[config.mk]
export PLATFORM = sky130hd
export DESIGN_NAME = modq_mul_arbiter_flat
export DESIGN_NICKNAME = d
export VERILOG_FILES = /design/src/rtl/modq_pkg.sv /design/src/rtl/modq_mul_arbiter_if.sv /design/src/rtl/mod_reduce_3329.sv /design/src/rtl/modq_mul_arbiter.sv /design/src/flat_wrapper.sv
export SDC_FILE = /design/constraint.sdc
export NUM_CORES = 1
export LEC_CHECK = 0
export ABC_AREA = 1
export BUFFER_PORTS_ARGS = -buffer_cell sky130_fd_sc_hd__buf_2
export CAP_MARGIN = 20
export CORE_MARGIN = 3
export CORE_UTILIZATION = 32
export CTS_BUF_LIST = sky130_fd_sc_hd__clkbuf_16
export DETAILED_ROUTE_END_ITERATION = 8
export SYNTH_ARGS = -nofsm -noshare
export SYNTH_HDL_FRONTEND = slang
export SYNTH_SLANG_ARGS = --single-unit
[constraint.sdc]
create_clock -name clk -period 9.79 [get_ports clk]
set_input_delay 0.4895 -clock clk [delete_from_list [all_inputs] [get_ports clk]]
set_output_delay 0.4895 -clock clk [all_outputs]
set_load 0.02 [all_outputs]
[src/rtl/modq_pkg.sv]
// Shared constants and types for the Kyber mod-q multiply arbiter.
package modq_pkg;
    localparam int Q      = 3329;
    localparam int COEF_W = 12;
    localparam int PROD_W = 24;

    typedef logic [COEF_W-1:0] coef_t;
    typedef logic [PROD_W-1:0] prod_t;
    typedef logic              tag_t;
endpackage

[src/rtl/modq_mul_arbiter_if.sv]
// Request/response bundle between the two requesters and the shared multiplier.
interface modq_mul_arbiter_if;
    import modq_pkg::*;

    logic        [1:0] req_valid;
    logic        [1:0] req_ready;
    coef_t       [1:0] req_a;
    coef_t       [1:0] req_b;
    logic        [1:0] rsp_valid;
    logic        [1:0] rsp_ready;
    coef_t       [1:0] rsp_data;
    logic              busy;

    modport master (
        output req_valid, req_a, req_b, rsp_ready,
        input  req_ready, rsp_valid, rsp_data, busy
    );

    modport slave (
        input  req_valid, req_a, req_b, rsp_ready,
        output req_ready, rsp_valid, rsp_data, busy
    );
endinterface

[src/rtl/mod_reduce_3329.sv]
// Combinational Barrett reduction of a 24-bit value to [0, Q).
module mod_reduce_3329
    import modq_pkg::*;
(
    input  prod_t x,
    output coef_t r
);
    // floor(2^24 / Q); the quotient estimate is at most one short, so one
    // conditional subtract finishes the job for every 24-bit input.
    localparam int unsigned BARRETT_M = 5039;

    logic [12:0] q_est;
    logic [12:0] rem;

    assign q_est = 13'(({13'd0, x} * 37'(BARRETT_M)) >> PROD_W);
    assign rem   = 13'(x - prod_t'(q_est) * prod_t'(Q));
    assign r     = (rem >= 13'(Q)) ? coef_t'(rem - 13'(Q)) : rem[COEF_W-1:0];
endmodule

[src/rtl/modq_mul_arbiter.sv]
// Round-robin shared 12x12 multiply + mod-Q pipeline with credit-guarded
// per-requester response FIFOs.
module modq_mul_arbiter
    import modq_pkg::*;
#(
    parameter int FIFO_DEPTH = 4,
    parameter int NREQ       = 2
) (
    input  logic                 clk,
    input  logic                 rst_n,
    modq_mul_arbiter_if.slave    bus
);
    localparam int PTR_W  = $clog2(FIFO_DEPTH);
    localparam int CNT_W  = PTR_W + 2;
    localparam int STAGES = 2;

    logic [STAGES-1:0]            vld_pipe;
    tag_t [STAGES-1:0]            tag_pipe;
    prod_t                        s1_prod;
    coef_t                        s1_red;
    coef_t                        s2_res;
    logic                         prio;
    tag_t                         sel;
    logic [NREQ-1:0]              elig;
    logic [NREQ-1:0]              grant;
    logic [NREQ-1:0]              push;
    logic [NREQ-1:0]              pop;
    logic [NREQ-1:0]              nonempty;
    logic [NREQ-1:0][CNT_W-1:0]   used;

    for (genvar g = 0; g < NREQ; g++) begin : g_req
        logic [PTR_W-1:0] wr_ptr;
        logic [PTR_W-1:0] rd_ptr;
        logic [PTR_W:0]   count;
        logic [1:0]       inflight;
        coef_t            mem [FIFO_DEPTH];

        assign inflight = 2'(vld_pipe[0] && (tag_pipe[0] == tag_t'(g)))
                        + 2'(vld_pipe[1] && (tag_pipe[1] == tag_t'(g)));
        // Credits cover both queued and still-in-flight results, so a push
        // can never land on a full FIFO.
        assign used[g]     = CNT_W'(count) + CNT_W'(inflight);
        assign elig[g]     = bus.req_valid[g] && (used[g] < CNT_W'(FIFO_DEPTH));
        assign push[g]     = vld_pipe[1] && (tag_pipe[1] == tag_t'(g));
        assign nonempty[g] = (count != '0);
        assign pop[g]      = nonempty[g] && bus.rsp_ready[g];

        always_ff @(posedge clk or negedge rst_n) begin
            if (!rst_n) begin
                wr_ptr <= '0;
                rd_ptr <= '0;
                count  <= '0;
            end else begin
                if (push[g]) wr_ptr <= wr_ptr + 1'b1;
                if (pop[g])  rd_ptr <= rd_ptr + 1'b1;
                case ({push[g], pop[g]})
                    2'b10:   count <= count + 1'b1;
                    2'b01:   count <= count - 1'b1;
                    default: count <= count;
                endcase
            end
        end

        always_ff @(posedge clk) begin
            if (push[g]) mem[wr_ptr] <= s2_res;
        end

        assign bus.rsp_valid[g] = nonempty[g];
        assign bus.rsp_data[g]  = nonempty[g] ? mem[rd_ptr] : '0;
    end

    // Tie goes to the requester not served last; prio holds that index.
    always_comb begin
        grant = '0;
        if (&elig) grant[prio] = 1'b1;
        else       grant = elig;
    end

    assign bus.req_ready = grant & {NREQ{rst_n}};
    assign sel           = tag_t'(grant[1]);

    mod_reduce_3329 u_reduce (
        .x (s1_prod),
        .r (s1_red)
    );

    always_ff @(posedge clk or negedge rst_n) begin
        if (!rst_n) begin
            vld_pipe <= '0;
            tag_pipe <= '0;
            s1_prod  <= '0;
            s2_res   <= '0;
            prio     <= 1'b0;
        end else begin
            vld_pipe <= {vld_pipe[0], |bus.req_ready};
            tag_pipe <= {tag_pipe[0], sel};
            s2_res   <= s1_red;
            if (|bus.req_ready) begin
                s1_prod <= prod_t'(bus.req_a[sel]) * prod_t'(bus.req_b[sel]);
                prio    <= ~sel;
            end
        end
    end

    assign bus.busy = (|vld_pipe) | (|nonempty);
endmodule

[src/flat_wrapper.sv]
// flat-port wrapper written by rule: the top's interface ports become plain ports
module modq_mul_arbiter_flat import modq_pkg::*;
#(
    parameter int FIFO_DEPTH = 4,
    parameter int NREQ       = 2
)
  (clk, rst_n, bus_req_valid, bus_req_a, bus_req_b, bus_rsp_ready, bus_req_ready, bus_rsp_valid, bus_rsp_data, bus_busy);
  modq_mul_arbiter_if bus_i ();
  input  logic clk;
  input  logic rst_n;
  input wire logic [$bits(bus_i.req_valid)-1:0] bus_req_valid;
  input wire logic [$bits(bus_i.req_a)-1:0] bus_req_a;
  input wire logic [$bits(bus_i.req_b)-1:0] bus_req_b;
  input wire logic [$bits(bus_i.rsp_ready)-1:0] bus_rsp_ready;
  output wire logic [$bits(bus_i.req_ready)-1:0] bus_req_ready;
  output wire logic [$bits(bus_i.rsp_valid)-1:0] bus_rsp_valid;
  output wire logic [$bits(bus_i.rsp_data)-1:0] bus_rsp_data;
  output wire logic [$bits(bus_i.busy)-1:0] bus_busy;
  assign bus_i.req_valid = bus_req_valid;
  assign bus_i.req_a = bus_req_a;
  assign bus_i.req_b = bus_req_b;
  assign bus_i.rsp_ready = bus_rsp_ready;
  assign bus_req_ready = bus_i.req_ready;
  assign bus_rsp_valid = bus_i.rsp_valid;
  assign bus_rsp_data = bus_i.rsp_data;
  assign bus_busy = bus_i.busy;
  modq_mul_arbiter #(.FIFO_DEPTH(FIFO_DEPTH), .NREQ(NREQ)) u_core (.clk(clk), .rst_n(rst_n), .bus(bus_i));
endmodule
# Word level (Yosys, flattened, before mapping)
# Memory sizes are Yosys's and may differ from the RTL's.
# Index checks and enable logic that the tools add are counted.
word_totals:
  regBits: 55
  ramBits: 96
  in_bits: 54
  out_inout_bits: 29
  word_cells: 78
  n_memories: 2
mem_list:
  columns: ["memory", "words", "word_bits", "read_ports", "rd_ports_with_merged_regs", "wr", "line_no", "source"]
  rows:
  - ["u_core.g_req[0].mem", 4, 12, 1, 0, 1, "modq_mul_arbiter.sv:36", "coef_t mem [FIFO_DEPTH];"]
  - ["u_core.g_req[1].mem", 4, 12, 1, 0, 1, "modq_mul_arbiter.sv:36", null]
op_classes:
  add_sub_neg: 14
  multipliers: 3
  n_lt_le_gt_ge: 6
  eq_ne: 4
  mux: 16
  bitwise_logic: 5
  reduce_logical: 17
ops:
  columns: ["cell", "n"]
  rows:
  - ["2-to-1 mux 12 bit", 7]
  - ["multiplier 24 x 13 -> 37 bit (second input constant)", 1]
  - ["multiplier 12 x 12 -> 24 bit", 1]
  - ["greater-or-equal comparator 13 x 12 -> 1 bit (second input constant)", 1]
  - ["multiplier 13 x 12 -> 13 bit (second input constant)", 1]
  - ["subtractor 13 bit", 1]
  - ["case mux 3 bit (2 select lines)", 2]
  - ["subtractor 12 bit (second input constant)", 1]
  - ["logical AND 1 bit", 9]
  - ["adder 2 x 1 -> 2 bit (second input constant)", 4]
  - ["adder 3 x 2 -> 4 bit", 2]
  - ["less-than comparator 4 x 3 -> 1 bit (second input constant)", 2]
  - ["adder 3 x 1 -> 3 bit (second input constant)", 2]
  - ["nonzero test 3 bit", 2]
  - ["OR reduction 2 bit", 3]
  - ["subtractor 3 x 1 -> 3 bit (second input constant)", 2]
  - ["2-to-1 mux 1 bit", 5]
  - ["adder 1 x 1 -> 2 bit", 2]
  - ["== test 2 x 1 -> 1 bit (second input constant)", 2]
  - ["== test 2 bit (second input constant)", 2]
  - ["less-than comparator 1 x 2 -> 1 bit (second input constant)", 2]
  - ["nonzero test 2 bit", 2]
  - ["inverter 1 bit", 3]
  - ["bitwise AND 2 bit", 1]
  - ["other kinds (5)", 5]

# Logic depth before layout (Yosys ltp)
# Gate-level depths: netlist of run 1.
logic_depth:
  depth_word: 11
  depth_mapped: 48

# Hierarchy
# From an unflattened synthesis of run 1, not the netlist that was laid out.
hier_totals:
  hier_cells: 2202
  hier_area_um2: 18945.7
by_module_without_submodules:
  columns: ["mod", "instances", "cells_per_inst", "area_per_inst_um2"]
  rows:
  - ["modq_mul_arbiter", 1, 1249, 11318.4]
  - ["mod_reduce_3329", 1, 953, 7627.3]

# Least setup slack after synthesis of run 1
# Ideal clock, no wire load.
synth_path:
  path_kind: "register to register"
  from: "register u_core.s1_prod[21]"
  to: "register u_core.s2_res[9]"
  t_arrival_ns: 7.892
  setup_slack_ns: 1.781
  path_stages_with_launch: 40
  synth_period_minus_slack_ns: 8.009
  cell_sequence: "dfrtp_1 > inv_1 > fa_1 > fa_1 > inv_1 > fa_1 > fa_1 > inv_1 > fa_1 > inv_1 > ha_1 > nand2_2 > nor2_1 > nand2_1 > nor2_1 > nand2_1 > nand3_1 > a21boi_1 > [... 4 more ...] > xor2_1 > ha_1 > ha_1 > ha_1 > fa_1 > inv_1 > ha_1 > a21o_1 > o21bai_2 > xor2_1 > inv_1 > nand2_1 > nand3_1 > nand2_2 > nand3_4 > buf_12 > nand2_1 > nand2_1"
synth_via:
  elab_chain_cells: 5
  elab_cells_between_ends: 6
synth_rtl:
  columns: ["item", "line_no", "source"]
  rows:
  - ["start: declaration", "modq_mul_arbiter.sv:19", "prod_t s1_prod;"]
  - ["start signal: assignment", "modq_mul_arbiter.sv:99", "s1_prod <= prod_t'(bus.req_a[sel]) * prod_t'(bus.req_b[sel]);"]
  - ["multiplier 24 x 13 -> 37 bit *", "mod_reduce_3329.sv:15", "assign q_est = 13'(({13'd0, x} * 37'(BARRETT_M)) >> PROD_W);"]
  - ["multiplier 13 x 12 -> 13 bit *", "mod_reduce_3329.sv:16", "assign rem = 13'(x - prod_t'(q_est) * prod_t'(Q));"]
  - ["subtractor 13 bit *", "mod_reduce_3329.sv:16", null]
  - ["subtractor 12 bit or greater-or-equal comparator 13 x 12 -> 1 bit (tied branches)", "mod_reduce_3329.sv:17", "assign r = (rem >= 13'(Q)) ? coef_t'(rem - 13'(Q)) : rem[COEF_W-1:0];"]
  - ["2-to-1 mux 12 bit *", "mod_reduce_3329.sv:17", null]
  - ["net u_core.s1_red[9]", "modq_mul_arbiter.sv:20", "coef_t s1_red;"]
  - ["end signal: assignment", "modq_mul_arbiter.sv:97", "s2_res <= s1_red;"]
  - ["end: declaration", "modq_mul_arbiter.sv:21", "coef_t s2_res;"]
# Mark *: on every way through the listed nets, which the timed path passes. The rest lies on a longest branch.
# A chain may end at the register's enable or synchronous reset.

# Worst setup path after layout of run 1
# Same ends and word-level chain as after synthesis.

==> results of run 1 <==
-- logic make-up (layout without fill, tap and decap cells) --
| group | count (synthesis) | in the layout |
|---|---|---|
| AO/OA/AOI/OAI | 243 | 243 |
| adder cells (fa/ha/maj) | 465 | 465 |
| XOR/XNOR | 54 | 54 |
| buffers and inverters | 491 | 582 |
| AND/OR/NAND/NOR | 605 | 605 |
| flip-flops | 151 | 151 |
-- cells in the final DEF (no fill, tap or decap), types with 4 or more instances in the layout --
cell type,n
inv_1,446
nand2_2,17
xnor2_1,17
edfxtp_1,96
nand3_1,30
o21bai_1,5
a21o_1,4
nand2_1,293
xor2_1,32
nor3_2,4
dfrtp_2,4
buf_6,5
buf_4,14
dfrtp_1,51
buf_2,82
o31ai_1,4
clkinv_4,4
clkbuf_16,17
nor2_1,214
o21ai_0,106
nor3_1,7
ha_1,231
a21oi_1,86
nand4_1,20
fa_1,234
o21ai_1,11
or2_2,5
o21ai_2,10
-- cell usage after synthesis (all sizes together), types with 3 or more instances --
| cell type | instances |
|---|---|
| ha | 231 |
| clkbuf | 21 |
| nand4 | 20 |
| o31ai | 4 |
| or2 | 7 |
| buf | 22 |
| a21oi | 89 |
| o21bai | 6 |
| xnor2 | 19 |
| nand3 | 34 |
| fa | 234 |
| a21o | 4 |
| nand2 | 311 |
| nor3 | 11 |
| dfrtp | 55 |
| inv | 447 |
| nor2 | 216 |
| edfxtp | 96 |
| xor2 | 35 |
| a31oi | 3 |
| o21ai | 127 |
-- final cells by class --
type                            count  area (µm²)  share of cell area
Inverter                          448        1680              0.0840
Clock buffer                       17         425              0.0212
Sequential cell                   151        4260               0.213
Multi-Input combinational cell   1367       11900               0.597
Tap cell                          748         936              0.0467
Timing Repair Buffer              102         586              0.0292
Clock inverter                     15         181             0.00906
-- metrics by stage --
| stage | instance area (µm²) | util | hold slack (ps) | worst slack, ps |
|---|---|---|---|---|
| after floorplan | 18100 | - | 194 | 1780 |
| after global placement | 19300 | 0.348 | 383 | 810 |
| after detailed placement | 19400 | 0.349 | 382 | 745 |
| after CTS | 20000 | 0.360 | 396 | 669 |
| after global routing | 20000 | 0.361 | 424 | 88.3 |
| final | 20000 | 0.361 | 363 | 799 |
-- path summary, 6_finish.rpt --
kind	from	endpoint	slack, ps	cells after the start
min in group clk	u_core.vld_pipe[0]$_DFF_PN0_	u_core.vld_pipe[1]$_DFF_PN0_	390	0
max in group asynchronous	rst_n	u_core.s1_prod[19]$_DFFE_PN0P_	8880	2
worst min-delay path	rst_n	u_core.s1_prod[4]$_DFFE_PN0P_	360	2
worst max register to register	u_core.s1_prod[21]$_DFFE_PN0P_	u_core.s2_res[9]$_DFF_PN0_	800	40
worst max-delay path	u_core.s1_prod[21]$_DFFE_PN0P_	u_core.s2_res[9]$_DFF_PN0_	800	40
worst min register to register	u_core.vld_pipe[0]$_DFF_PN0_	u_core.vld_pipe[1]$_DFF_PN0_	390	0
-- worst max-delay path, delay by kind of cell (launching register included) --
kind / cells / cell delay (ps)
AO/OA/AOI/OAI: 3 / 550
flip-flops: 1 / 510
XOR/XNOR: 1 / 210
adder cells (fa/ha/maj): 11 / 4630
AND/OR/NAND/NOR: 18 / 2470
buffers and inverters: 7 / 530
-- layer usage --
layer	GRT usage	vias up	part of all wire
met5	0	-	0
met4	0.0342	0	0.015
met3	0.0182	44	0.040
met2	0.237	264	0.49
met1	0.190	6461	0.45
li1	-	6396	-
-- registers in the layout, summed over array words and instances (netlist names), 2 cells and up --
signal               cells
u_core.g_req.count       6
u_core.g_req.mem        96
u_core.g_req.rd_ptr      4
u_core.g_req.wr_ptr      4
u_core.s1_prod          24
u_core.s2_res           12
u_core.tag_pipe          2
u_core.vld_pipe          2
-- what timing repair did --
| action | 4_1_cts | 5_1_grt |
|---|---|---|
| resized for setup | 0 | 5 |
| setup buffers | 0 | 0 |
| setup endpoints to repair | 0 | 8 |
==> metrics.yaml, run 1 <==
min_path:
  worst_hold_path_type: "input port to asynchronous set/reset pin"
timing:
  skew_ps: 16.3
  min_period_over_period: 0.918
  tightestPinTransition_ps: 992
  min_period_ps: 8990
  relSlewSlack: 0.332
  hold_viol: 0
  max_freq_mhz: 111
  timing.setup.tns_ps: 0
  rsz0062_at_grt: "no"
  maxSlewViolCount: 0
  setup_viol: 0
synth:
  synth_compound_area_frac: 0.0742
  yosys_warnings: 0
  synth_seq_area_share: 0.235
  muxShareOfSynthArea: 0
  synth_ff_type: "edfxtp_1"
  syn_area_mm2: 0.0181
  synth_area_leaders: "fa_1 (26%), ha_1 (16%), edfxtp_1 (16%)"
  synth_cell_types: 53
  synth_edf_count: 96
  synth_top_family_by_area: "adder cells"
  synth-simple-area-share: 0.139
  avgSynthCellArea_um2: 9.01
  ys_ff_latch: 151
  synthCells: 2009
  async_flop_share: 0.364
  syn_nets: 2528
  synth_xor_area_frac: 0.0278
  synth_top_cell_area_share: 0.259
  yosys.area.top_type: "fa_1"
  synth_fa_ha_area_frac: 0.419
cts:
  htreeDepth: 4
  insertion_delay_ps: 430
  clock-sinks: 151
  cts_made_buffers: 17
  cts.path.max_buffers: 2
  cts_tree: "yes"
  clkTransAtPathRegs_ps: 70
  holdBufCountCts: 0
  clockRootBuffer: "clkbuf_16"
run_status:
  status: "completed"
worst_setup_path:
  critPathKind: "flop to flop"
  worst_setup_path_end_kind: "flop"
  start_kind: "flop"
  crit_required_ps: 10150
  cp.arrival_ps: 9350
  max_stage_delay_ps: 560
  path_max_fanout: 13
  cpMostUsedCell: "inv_1"
  crit_path_top_delay_cell: "fa_1"
global_route:
  grt-ovfl-total: 0
  grt_max_degree: 56
  track_usage: 0.140
  antenna_found_initial: 0
  grt_pass1_wl_mm: 67.3
  grt_pass1_vias: 13300
floorplanning:
  io-pin-count: 83
  core_mm2: 0.0555
  num_rows: 86
  die_h_um: 244
  dieArea_mm2: 0.0594
  initial_utilization: 0.326
  die_w_um: 244
routing:
  routed_wl_mm: 40.6
  num_vias: 13200
  ant_nets: 0
  dr.pass1.iters: 5
  drc: 0
  drt-initial-drc-count: 660
  vias_per_cell: 4.62
  wl_per_cell_um: 14.2
final_layout:
  fillers: 5701
  syn_to_final_growth_pct: 10.7
  fin_cells: 2848
  nets: 2606
  diodes: 0
  drive_above_1_share: 0.0914
placed_design:
  port_buffers: 82
  place_congestion: 0.934
  placedCellCount: 2815
  dp_hpwl_mm: 33.5
job:
  maxCapViolCount: 0
Power of run 1 is not shown: default switching activity piles up to over one toggle a cycle in this logic, so the estimate is an artifact.
==> run 2: changes to the inputs <==
REMOVE_ABC_BUFFERS = 1   (was not set)
==> metrics.yaml, run 2 (same netlist as run 1, synthesis figures left out) <==
run_status:
  status: "completed"
routing:
  ant_nets: 0
  routed_wl_mm: 40.6
  drt-initial-drc-count: 557
  num_vias: 13200
  wl_per_cell_um: 14.2
  vias_per_cell: 4.62
  dr.pass1.iters: 7
  drc: 0
worst_setup_path:
  worst_setup_path_end_kind: "flop"
  worstRegToRegCells: 38
  critical_path.endpoint: "u_core.s2_res[11]$_DFF_PN0_"
  cp.arrival_ps: 9480
  crit_path_top_delay_cell: "fa_1"
  crit_required_ps: 10100
  max_stage_delay_ps: 560
  startpoint: "u_core.s1_prod[19]$_DFFE_PN0P_"
  rr_startpoint: "u_core.s1_prod[19]$_DFFE_PN0P_"
  r2r-end: "u_core.s2_res[11]$_DFF_PN0_"
  path_max_fanout: 13
  rrSetupSlack_ps: 610
  cpMostUsedCell: "fa_1"
  start_kind: "flop"
  critPathKind: "flop to flop"
timing:
  maxSlewViolCount: 0
  tightestPinTransition_ps: 1010
  relSlewSlack: 0.316
  holdWs_ps: 382
  rsz0062_at_grt: "no"
  min_period_over_period: 0.937
  max_freq_mhz: 109
  min_period_ps: 9180
  setup_viol: 0
  hold_viol: 0
  timing.setup.tns_ps: 0
  skew_ps: 15.1
cts:
  cts_made_buffers: 17
  clock-sinks: 151
  postCtsSetupRepairBufs: 0
  cts.path.max_buffers: 2
  clockRootBuffer: "clkbuf_16"
  clkTransAtPathRegs_ps: 70
  cts_tree: "yes"
  htreeDepth: 4
  insertion_delay_ps: 430
final_layout:
  diodes: 0
  fin_cells: 2848
  syn_to_final_growth_pct: 10.2
  reg_top3: "u_core.g_req.mem x96, u_core.s1_prod x24, u_core.s2_res x12"
  postLayoutCoreUtil: 0.359
  largest_reg_flops: 96
  largest-register: "u_core.g_req.mem"
  layout_commonest_cell: "inv_1"
  final_cell_mix: "inv_1 (445), nand2_1 (293), fa_1 (234)"
  drive_above_1_share: 0.0900
  nets: 2606
global_route:
  grt_pass1_vias: 13400
  grt_pass1_wl_mm: 68.5
  grt-ovfl-total: 0
  track_usage: 0.142
  antenna_found_initial: 0
  grt_max_degree: 56
floorplanning:
  die_h_um: 244
  initial_utilization: 0.326
  die_w_um: 244
  dieArea_mm2: 0.0594
  io-pin-count: 83
  core_mm2: 0.0555
  num_rows: 86
placed_design:
  port_buffers: 82
  place_congestion: 0.899
  dp_hpwl_mm: 33.4
  placedCellCount: 2815
min_path:
  worst_hold_path_type: "input port to asynchronous set/reset pin"
job:
  maxCapViolCount: 0
[run 2: worst min path at each step]
stage                                 start                                    to  slack [ps]
2_1_floorplan                         rst_n  u_core.g_req[0].count[0]$_DFFE_PN0P_         190
3_3_place_gp   u_core.vld_pipe[0]$_DFF_PN0_          u_core.vld_pipe[1]$_DFF_PN0_         380
3_5_place_dp   u_core.vld_pipe[0]$_DFF_PN0_          u_core.vld_pipe[1]$_DFF_PN0_         400
4_1_cts        u_core.vld_pipe[0]$_DFF_PN0_          u_core.vld_pipe[1]$_DFF_PN0_         420
5_1_grt        u_core.vld_pipe[0]$_DFF_PN0_          u_core.vld_pipe[1]$_DFF_PN0_         430
6_report                              rst_n            u_core.s2_res[5]$_DFF_PN0_         380
[run 2: metal layers]
layer,share of wire,wire [µm],global-route usage
met3,0.033,1320,0.0194
met5,0,0,0
met4,0.014,573,0.0299
met1,0.47,18900,0.195
met2,0.49,19800,0.238
[run 2: layout make-up]
type	instances	area, µm²
Fill cell	5656	35600
Multi-Input combinational cell	1367	11900
Sequential cell	151	4260
Inverter	448	1680
Tap cell	748	936
Timing Repair Buffer	102	572
Clock buffer	17	425
Clock inverter	15	130
[run 2: metrics by stage]
step	worst slack (ps)	cell area, µm²
2_1_floorplan	1700	17900
3_3_place_gp	749	19300
3_5_place_dp	619	19400
4_1_cts	579	19900
5_1_grt	5.62	19900
6_report	613	19900
[run 2: critical path, delay by kind of cell, from the launching register on]
family / cells / cell delay [ps]
fa+ha+maj: 11 / 4650
flops: 1 / 530
simple gates: 15 / 2020
compound gates: 5 / 950
xor+xnor: 2 / 490
buf+inv: 5 / 370
[run 2: timing repair]
action	in CTS	in global routing
hold buffers	0	0
endpoints found under the setup margin	0	12
resized for setup	0	1
Power of run 2 is left out for the same reason.
==> run 3: changes to the inputs <==
BUFFER_PORTS_ARGS = -buffer_cell sky130_fd_sc_hd__clkbuf_2   (was -buffer_cell sky130_fd_sc_hd__buf_2)
==> metrics.yaml, run 3 (same netlist as run 1, synthesis figures left out) <==
timing:
  hold_viol: 0
  timing.setup.tns_ps: 0
  min_period_ps: 8990
  maxSlewViolCount: 0
  rsz0062_at_grt: "no"
  setup_viol: 0
  relSlewSlack: 0.348
  max_freq_mhz: 111
  skew_ps: 43.7
  tightestPinTransition_ps: 972
  min_period_over_period: 0.918
final_layout:
  multi_input_area_mm2: 0.0119
  syn_to_final_growth_pct: 10.5
  fillers: 5684
  largest_reg_flops: 96
  final_cell_mix: "inv_1 (445), nand2_1 (293), fa_1 (234)"
  ff_latch_area_mm2: 0.00427
  reg_top3: "u_core.g_req.mem x96, u_core.s1_prod x24, u_core.s2_res x12"
  layout_commonest_cell: "inv_1"
  nets: 2608
  drive_above_1_share: 0.0937
  largest-register: "u_core.g_req.mem"
worst_setup_path:
  rr_startpoint: "u_core.s1_prod[21]$_DFFE_PN0P_"
  path_max_fanout: 13
  r2r-end: "u_core.s2_res[11]$_DFF_PN0_"
  cp_top_family: "adder cells"
  rrSetupSlack_ps: 800
  worstRegToRegCells: 38
  cp.arrival_ps: 9280
  max_stage_delay_ps: 530
  crit_buf_inv: 6
  crit_required_ps: 10080
  crit_path_top_delay_cell: "fa_1"
  start_kind: "flop"
  critPathKind: "flop to flop"
  worst_setup_path_end_kind: "flop"
floorplanning:
  io-pin-count: 83
  initial_utilization: 0.326
  die_w_um: 244
  die_h_um: 244
  dieArea_mm2: 0.0594
  core_mm2: 0.0555
  num_rows: 86
routing:
  drt-initial-drc-count: 794
  ant_nets: 0
  vias_per_cell: 4.61
  num_vias: 13100
  wl_per_cell_um: 14.5
  drc: 0
  routed_wl_mm: 41.4
  dr.pass1.iters: 5
job:
  maxCapViolCount: 0
global_route:
  grt_pass1_vias: 13200
  track_usage: 0.142
  antenna_found_initial: 0
  grt_max_degree: 52
  grt_pass1_wl_mm: 68.4
  grt-ovfl-total: 0
cts:
  clock-sinks: 151
  clkTransAtPathRegs_ps: 90
  insertion_delay_ps: 440
  cts_tree: "yes"
  clockRootBuffer: "clkbuf_16"
  htreeDepth: 4
  cts.path.max_buffers: 2
  cts_made_buffers: 17
min_path:
  worst_hold_path_type: "flop to flop"
  whs_path_depth: 0
  hold_end: "u_core.vld_pipe[1]$_DFF_PN0_"
  holdCritStartpoint: "u_core.vld_pipe[0]$_DFF_PN0_"
placed_design:
  place_congestion: 0.893
  port_buffers: 82
  dp_hpwl_mm: 34.8
run_status:
  status: "completed"
## run 3: cell types whose count changed in the layout (fill, tap and decap cells not counted)
cell / delta
buf_6: -1
dfrtp_1: -5
dlygate4sd3_1: +1
buf_2: -82
inv_6: +5
dfrtp_2: +5
inv_8: -1
bufinv_16: +1
clkinv_2: -1
buf_4: +2
clkinv_1: -2
clkbuf_2: +82
diode_2: +1
clkinv_4: -2
## run 3: worst reg2reg max path, delay by kind of cell (launching register included)
family,cells,cell delay (ps)
buffers and inverters,6,470
XOR/XNOR,2,580
flip-flops,1,500
AND/OR/NAND/NOR,14,1740
AO/OA/AOI/OAI,5,880
adder cells (fa/ha/maj),11,4650
## run 3: layout make-up
type / count / area share
Timing Repair Buffer: 104 / 0.0293
Antenna cell: 1 / 0.000125
Inverter: 448 / 0.0841
Clock inverter: 15 / 0.00813
Sequential cell: 151 / 0.213
Clock buffer: 17 / 0.0213
Tap cell: 748 / 0.0468
Multi-Input combinational cell: 1367 / 0.597
## run 3: what timing repair did
action,4_1_cts,5_1_grt
endpoints found under the setup margin,0,12
hold buffers,1,0
setup buffers,0,2
endpoints found under the hold margin,4,0
gates resized for setup,0,6
## run 3: routing by layer
metal  track usage  vias up  part of all wire
met4        0.0262        0             0.012
li1              -     6412                 -
met1         0.196     6421              0.46
met3        0.0196       30             0.045
met5             0        -                 0
met2         0.240      281              0.49
## run 3: how the worst max path moves through the flow
| stage | startpoint | end | slack, ps | depth (start not counted) |
|---|---|---|---|---|
| finish | u_core.s1_prod[21]$_DFFE_PN0P_ | u_core.s2_res[11]$_DFF_PN0_ | 800 | 38 |
| global route | u_core.s1_prod[21]$_DFFE_PN0P_ | u_core.s2_res[0]$_DFF_PN0_ | 170 | 38 |
| CTS | u_core.s1_prod[12]$_DFFE_PN0P_ | u_core.s2_res[10]$_DFF_PN0_ | 480 | 41 |
| detailed placement | u_core.s1_prod[12]$_DFFE_PN0P_ | u_core.s2_res[2]$_DFF_PN0_ | 510 | 41 |
| global placement | u_core.s1_prod[12]$_DFFE_PN0P_ | u_core.s2_res[9]$_DFF_PN0_ | 650 | 40 |
| floorplan | u_core.s1_prod[21]$_DFFE_PN0P_ | u_core.s2_res[0]$_DFF_PN0_ | 1700 | 38 |
## run 3: per-stage QoR
stage               utilization  cell area, µm²  cells  hold WS [ps]  setup WS, ps
floorplan                     -           17900   1966           194          1700
global placement          0.348           19300   2810           381           653
detailed placement        0.349           19400   2813           384           515
CTS                       0.360           20000   2846           404           478
global route              0.360           20000   2850           426           170
finish                    0.360           20000   2851           402           805
Power of run 3 is left out for the same reason.
